File: src/rtl/pc_sequencer.sv
// Program-counter stage: owns the architectural PC, the latched branch/jump target
// and MIPS branch-delay-slot sequencing, and halts the CPU on a jump to HALT_ADDR.
module pc_sequencer #(
  parameter logic [31:0] RESET_VECTOR = 32'hBFC00000,
  parameter logic [31:0] HALT_ADDR    = 32'h00000000
) (
  input  logic        clk,
  input  logic        reset_n,
  input  logic        stall,
  input  logic        advance,
  input  logic        redirect,
  input  logic [31:0] tgt_addr_0,
  output logic [31:0] pc_out,
  output logic [31:0] pc_plus4,
  output logic        active,
  output logic        in_delay_slot,
  output logic        addr_err
);

  localparam logic [1:0] ST_RUN    = 2'd0;
  localparam logic [1:0] ST_DELAY  = 2'd1;
  localparam logic [1:0] ST_HALTED = 2'd2;

  logic [1:0]  r_state;
  logic [31:0] r_pc;
  logic [31:0] r_holder;
  logic        r_addr_err;
  logic        w_commit;
  logic [31:0] w_pc_plus4;

  // A stalled cycle swallows the commit pulse; control must re-present it.
  assign w_commit   = advance & ~stall;
  assign w_pc_plus4 = r_pc + 32'd4;

  // NOTE: state registers use non-blocking assignments so every update in this
  // block sees the pre-edge values of r_pc, r_holder and r_state.
  always_ff @(posedge clk or negedge reset_n) begin
    if (!reset_n) begin
      r_state    <= ST_RUN;
      r_pc       <= RESET_VECTOR;
      r_holder   <= 32'd0;
      r_addr_err <= 1'b0;
    end else if (w_commit) begin
      case (r_state)
        ST_RUN: begin
          r_pc <= w_pc_plus4;
          if (redirect) begin
            r_holder <= tgt_addr_0;
            r_state  <= ST_DELAY;
          end
        end
        ST_DELAY: begin
          // A branch sitting in the delay slot is dropped; the first target wins.
          r_pc <= r_holder;
          if (r_holder == HALT_ADDR) begin
            r_state <= ST_HALTED;
          end else if (r_holder[1:0] != 2'b00) begin
            r_addr_err <= 1'b1;
            r_state    <= ST_HALTED;
          end else begin
            r_state <= ST_RUN;
          end
        end
        default: begin
          r_state <= ST_HALTED;
        end
      endcase
    end
  end

  assign pc_out        = r_pc;
  assign pc_plus4      = w_pc_plus4;
  assign active        = (r_state != ST_HALTED);
  assign in_delay_slot = (r_state == ST_DELAY);
  assign addr_err      = r_addr_err;

endmodule

File: config.mk
export PLATFORM = sky130hd
export DESIGN_NAME = pc_sequencer
export DESIGN_NICKNAME = d
export VERILOG_FILES = /design/src/rtl/pc_sequencer.sv
export SDC_FILE = /design/constraint.sdc
export NUM_CORES = 1
export LEC_CHECK = 0
export ABC_AREA = 1
export BUFFER_PORTS_ARGS = -buffer_cell sky130_fd_sc_hd__buf_2
export CAP_MARGIN = 20
export CORE_UTILIZATION = 49
export CTS_BUF_LIST = sky130_fd_sc_hd__clkbuf_4
export DETAILED_ROUTE_END_ITERATION = 8
export PLACE_DENSITY = 0.78
export SLEW_MARGIN = 10
export SYNTH_ARGS = -nofsm -noshare
export SYNTH_HDL_FRONTEND = slang
export SYNTH_SLANG_ARGS = --single-unit
File: constraint.sdc
create_clock -name clk -period 1.42 [get_ports clk]
set_input_delay 0.071 -clock clk [delete_from_list [all_inputs] [get_ports clk]]
set_output_delay 0.071 -clock clk [all_outputs]
set_load 0.1 [all_outputs]
==> flow_summary_export.csv, run 1 <==
group,metric,value,unit
run_status,status,"stopped before the end",
placed_design,dp_cells,789,
synth,netlist_instances,541,
run_status,stop_stage,"global routing (5_1_grt)",
synth,seq_area_frac_synth,0.438,
run_status,stop_error,"[ERROR DPL-0038] Utilization greater than 100%, impossible to legalize",
synth,synth_compound_area_frac,0.108,
clocking,h-tree-depth,3,
synth,synth_common_cells,"nand2_1, inv_1, nor2_1",
synth,synth_top_family_by_area,"simple AND/OR/NAND/NOR gates",
synth,async_flop_share,1.00,
floorplanning,ios,104,
synth,yosys.area.top_type,"dfrtp_1",
synth,synth_area,3850,µm²
synth,syn_nets,579,
global_routing,grt_max_degree,68,
synth,ys.flop_type,"dfrtp_1",
synth,synth_simple_gate_area_share,0.309,
synth,synth_top_area_share,0.377,
synth,yosysWarnings,0,
synth,syn_avg_cell_area,7.12,µm²
floorplanning,fp-row-count,31,
placed_design,dp_hpwl,9.71,mm
floorplanning,die_w,90.7,µm
placed_design,port_buffers,103,
timing,crit_endpoint,"pc_plus4[19]",
synth,synth_edf_count,0,
floorplanning,die_y,90.7,µm
synth,yosys.cell_types.count,28,
synth,synth_fa_ha_area_frac,0.00325,
synth,synth.area.mux_share,0.0175,
placed_design,post-place-ws,-0.255,ns
synth,synth_xor_area_frac,0.0250,
floorplanning,initial_core_util,0.520,
clocking,cts_sinks,67,
timing,worst-ep-kind,"primary output",
clocking,numCtsBuffers,9,
synth,yosysMostFrequentCell,"nand2_1",
synth,ys_seq_elements,67,
synth,synthTopCellsByArea,"dfrtp_1, nand2_1, inv_1, nor2_1, dfstp_2",
clocking,root_buffer,"clkbuf_4",
placed_design,place.gp.congestion,0.936,
clocking,clk_path_buf_depth,2,
logic make-up after synthesis:
| family | count (synthesis) |
|---|---|
| AO/OA/AOI/OAI | 82 |
| XOR/XNOR | 11 |
| adder cells (fa/ha/maj) | 1 |
| buffers and inverters | 96 |
| flip-flops | 67 |
| multiplexers | 6 |
| AND/OR/NAND/NOR | 278 |
through the flow:
stage                     instance area (µm²)  hold slack, ns   util
after floorplan                          4310          -0.225      -
after global placement                   5970           0.114  0.806
after detailed placement                 5970           0.119  0.806
after CTS                                6920          0.0554  0.934
timing repair:
| action | 4_1_cts |
|---|---|
| buffers inserted | 18 |
| hold endpoints to repair | 100 |
| hold buffers | 35 |
| resized for setup | 100 |
| endpoints found under the setup margin | 95 |
| pin swaps | 30 |
==> run 2: changes to the inputs <==
- CORE_UTILIZATION: 49 -> 40
- CTS_BUF_LIST: sky130_fd_sc_hd__clkbuf_4 -> not set
- PLACE_DENSITY: 0.78 -> not set
- PLACE_DENSITY_LB_ADDON: not set -> 0.15
- clock period: 1.42 -> 1.8 ns (I/O delays scaled with it)
==> run 2 against run 1 <==
Net effect: the flow now finishes, with violations (negative setup slack); synthesized cell count unchanged; synthesized area stayed put.
==> flow_summary_export.csv, run 2 <==
group,metric,value,unit
critical_path,crit_required,1.71,ns
synth,synth_common_cells,"nand2_1, inv_1, nor2_1",
timing,fin_skew,0.0139,ns
synth,async_flop_share,1.00,
synth,yosys.area.top_type,"dfrtp_1",
critical_path,worstPathMaxFanout,4,
timing,setup_viol,26,
power_and_ir_drop,finalPower,0.00293,W
synth,yosysWarnings,0,
global_routing,grt.overflow.total,0,
timing,fmax,0.489,GHz
floorplanning,die_y,100,µm
timing,slew_headroom,0.609,
clocking,numCtsBuffers,9,
route,highest_layer,"met4",
cells_and_area,num_antenna_cells,0,
critical_path,crit_chain,"buf_6, nand2_4, nor2_4, nand2_4, nor2_4, buf_6, nand2_2, nand2_2, nand2_8, buf_12",
placed_design,place.gp.congestion,0.861,
critical_path,start_kind,"flop",
synth,synth_edf_count,0,
critical_path,critPathCaptureType,"output port",
floorplanning,die_w,100,µm
power_and_ir_drop,power_leakage,3.24,nW
run_status,status,"finished, violations left",
cells_and_area,fill_cells,708,
synth,yosys.cell_types.count,28,
placed_design,dp_hpwl,8.82,mm
critical_path,cp_slowest_cell,"dfrtp_4",
route,drtAntennaViolNets,0,
critical_path,critPathMaxStageDelay,0.44,ns
cells_and_area,drive_gt1_frac,0.440,
power_and_ir_drop,power_density,443,nW/µm²
timing,maxSlewViolCount,0,
synth,seq_area_frac_synth,0.438,
cells_and_area,area_delta_synth_final,71.6,%
route,met1_length,5.42,mm
route,drtIter0Drc,216,
synth,netlist_instances,541,
global_routing,grt_max_degree,34,
synth,syn_nets,579,
timing,min_period,2.04,ns
route,routed-via-count,4301,
route,dr_wl_met2,6.29,mm
placed_design,port_buffers,103,
floorplanning,fp-row-count,35,
floorplanning,ios,104,
clocking,cts_sinks,67,
route,dr.pass1.iters,5,
route,wirelength,12.7,mm
synth,syn_avg_cell_area,7.12,µm²
clocking,clk_path_buf_depth,2,
floorplanning,dieArea,10000,µm²
clocking,clk_latency,0.36,ns
synth,synth_area,3850,µm²
placed_design,post-place-ws,-0.138,ns
cells_and_area,layout_common_cells,"nand2_1, inv_1, buf_2",
timing,worst_slack,-0.244,ns
worst_hold_path,hp-class,"primary input to flop",
floorplanning,initial_core_util,0.415,
run_status,violations,"negative setup slack",
synth,synthTopCellsByArea,"dfrtp_1, nand2_1, inv_1, nor2_1, dfstp_2",
synth,yosysMostFrequentCell,"nand2_1",
synth,synth_top_area_share,0.377,
global_routing,grt_usage,0.265,
route,wl_met3,780,µm
timing,hold_viol,0,
clocking,h-tree-depth,3,
clocking,cts_tree,"done",
clocking,root_buffer,"clkbuf_8",
flow_run,maxCapViolCount,0,
critical_path,crit_type,"flop to output port",
critical_path,crit_arrival,1.95,ns
timing,layout_worst_path_cycle_share,1.14,
floorplanning,core,9280,µm²
global_routing,grt_pass1_vias,4129,
route,post_drt_via_cell_ratio,4.98,
cells_and_area,final_common_cell,"nand2_1",
route,drcViolationCount,0,
cells_and_area,fin_nets,767,
timing,rsz0062_at_grt,"yes",
global_routing,antenna_found_initial,0,
route,avgRoutedWirePerCell,14.8,µm
synth,ys.flop_type,"dfrtp_1",
clocking,clk_pin_slew,0.09,ns
power_and_ir_drop,irDropWorstVdd,0.531,mV
synth,ys_seq_elements,67,
global_routing,grt_pass1_wl,20.3,mm
timing,worst_pin_slew,0.587,ns
==> run 2: layer usage <==
metal,up-vias,track usage
li1,2061,-
met5,-,0
met4,0,0.0780
met1,2041,0.354
met3,23,0.0515
met2,176,0.439
==> run 2: final cells by class <==
class	count	area, µm²	area share
Multi-Input combinational cell	378	2440	0.369
Timing Repair Buffer	194	1790	0.271
Sequential cell	67	1720	0.260
Inverter	79	308	0.0465
Tap cell	129	161	0.0244
Clock buffer	10	128	0.0193
Clock inverter	6	66.3	0.0100
==> run 2: power breakdown <==
part	switching (W)	internal (W)	leakage [nW]	total, W
clock network	0.000652	0.000642	0.0889	0.00129
registers	0.0000000000192	0.00150	0.693	0.00150
logic	0.0000534	0.0000750	2.46	0.000128
==> run 2: through the flow <==
stage | std cells | setup TNS (ns) | hold WS, ns | area [µm²] | util
floorplan | 541 | -25.16 | -0.206 | 4280 | -
global placement | 775 | -0.0920 | 0.121 | 5480 | 0.590
detailed placement | 775 | -0.221 | 0.122 | 5480 | 0.590
finish | 863 | -4.34 | 0.0119 | 6610 | 0.712
CTS | 849 | -3.98 | 0.000254 | 6410 | 0.690
global route | 863 | -6.70 | 0.0134 | 6610 | 0.712
==> run 2: cell families (layout without fill, tap and decap cells) <==
| kind of cell | Yosys count | after routing | synth area share |
|---|---|---|---|
| flip-flops | 67 | 67 | 0.438 |
| buffers and inverters | 96 | 289 | 0.0987 |
| AO/OA/AOI/OAI | 82 | 82 | 0.108 |
| XOR/XNOR | 11 | 11 | 0.0250 |
| adder cells (fa/ha/maj) | 1 | 1 | 0.00325 |
| AND/OR/NAND/NOR | 278 | 278 | 0.309 |
| multiplexers | 6 | 6 | 0.0175 |
==> run 2: final timing paths <==
path | end | from | cells after the start | slack, ns
max | pc_plus4[21] | pc_out[3] | 10 | -0.24
min | r_holder[20] | tgt_addr_0[20] | 3 | 0.01
min reg2reg | addr_err | addr_err | 2 | 0.47
min in group asynchronous | pc_out[2] | reset_n | 2 | 0.26
max in group asynchronous | pc_out[24] | reset_n | 3 | 0.86
max reg2reg | pc_out[19] | pc_out[3] | 11 | 0.02
==> run 2: worst max-delay path, delay by kind of cell (launching register included) <==
kind / cells / cell delay [ns]
AND/OR/NAND/NOR: 7 / 0.71
flip-flops: 1 / 0.44
buffers and inverters: 3 / 0.42
==> run 2: what timing repair did <==
item                       4_1_cts  5_1_grt
setup buffers                   30       15
pin swaps                       23       18
hold buffers                    28        0
hold endpoints to repair        43        0
setup endpoints to repair       29       29
gates resized for setup         52       30
Note: power is estimated with default switching activity, not from simulation.
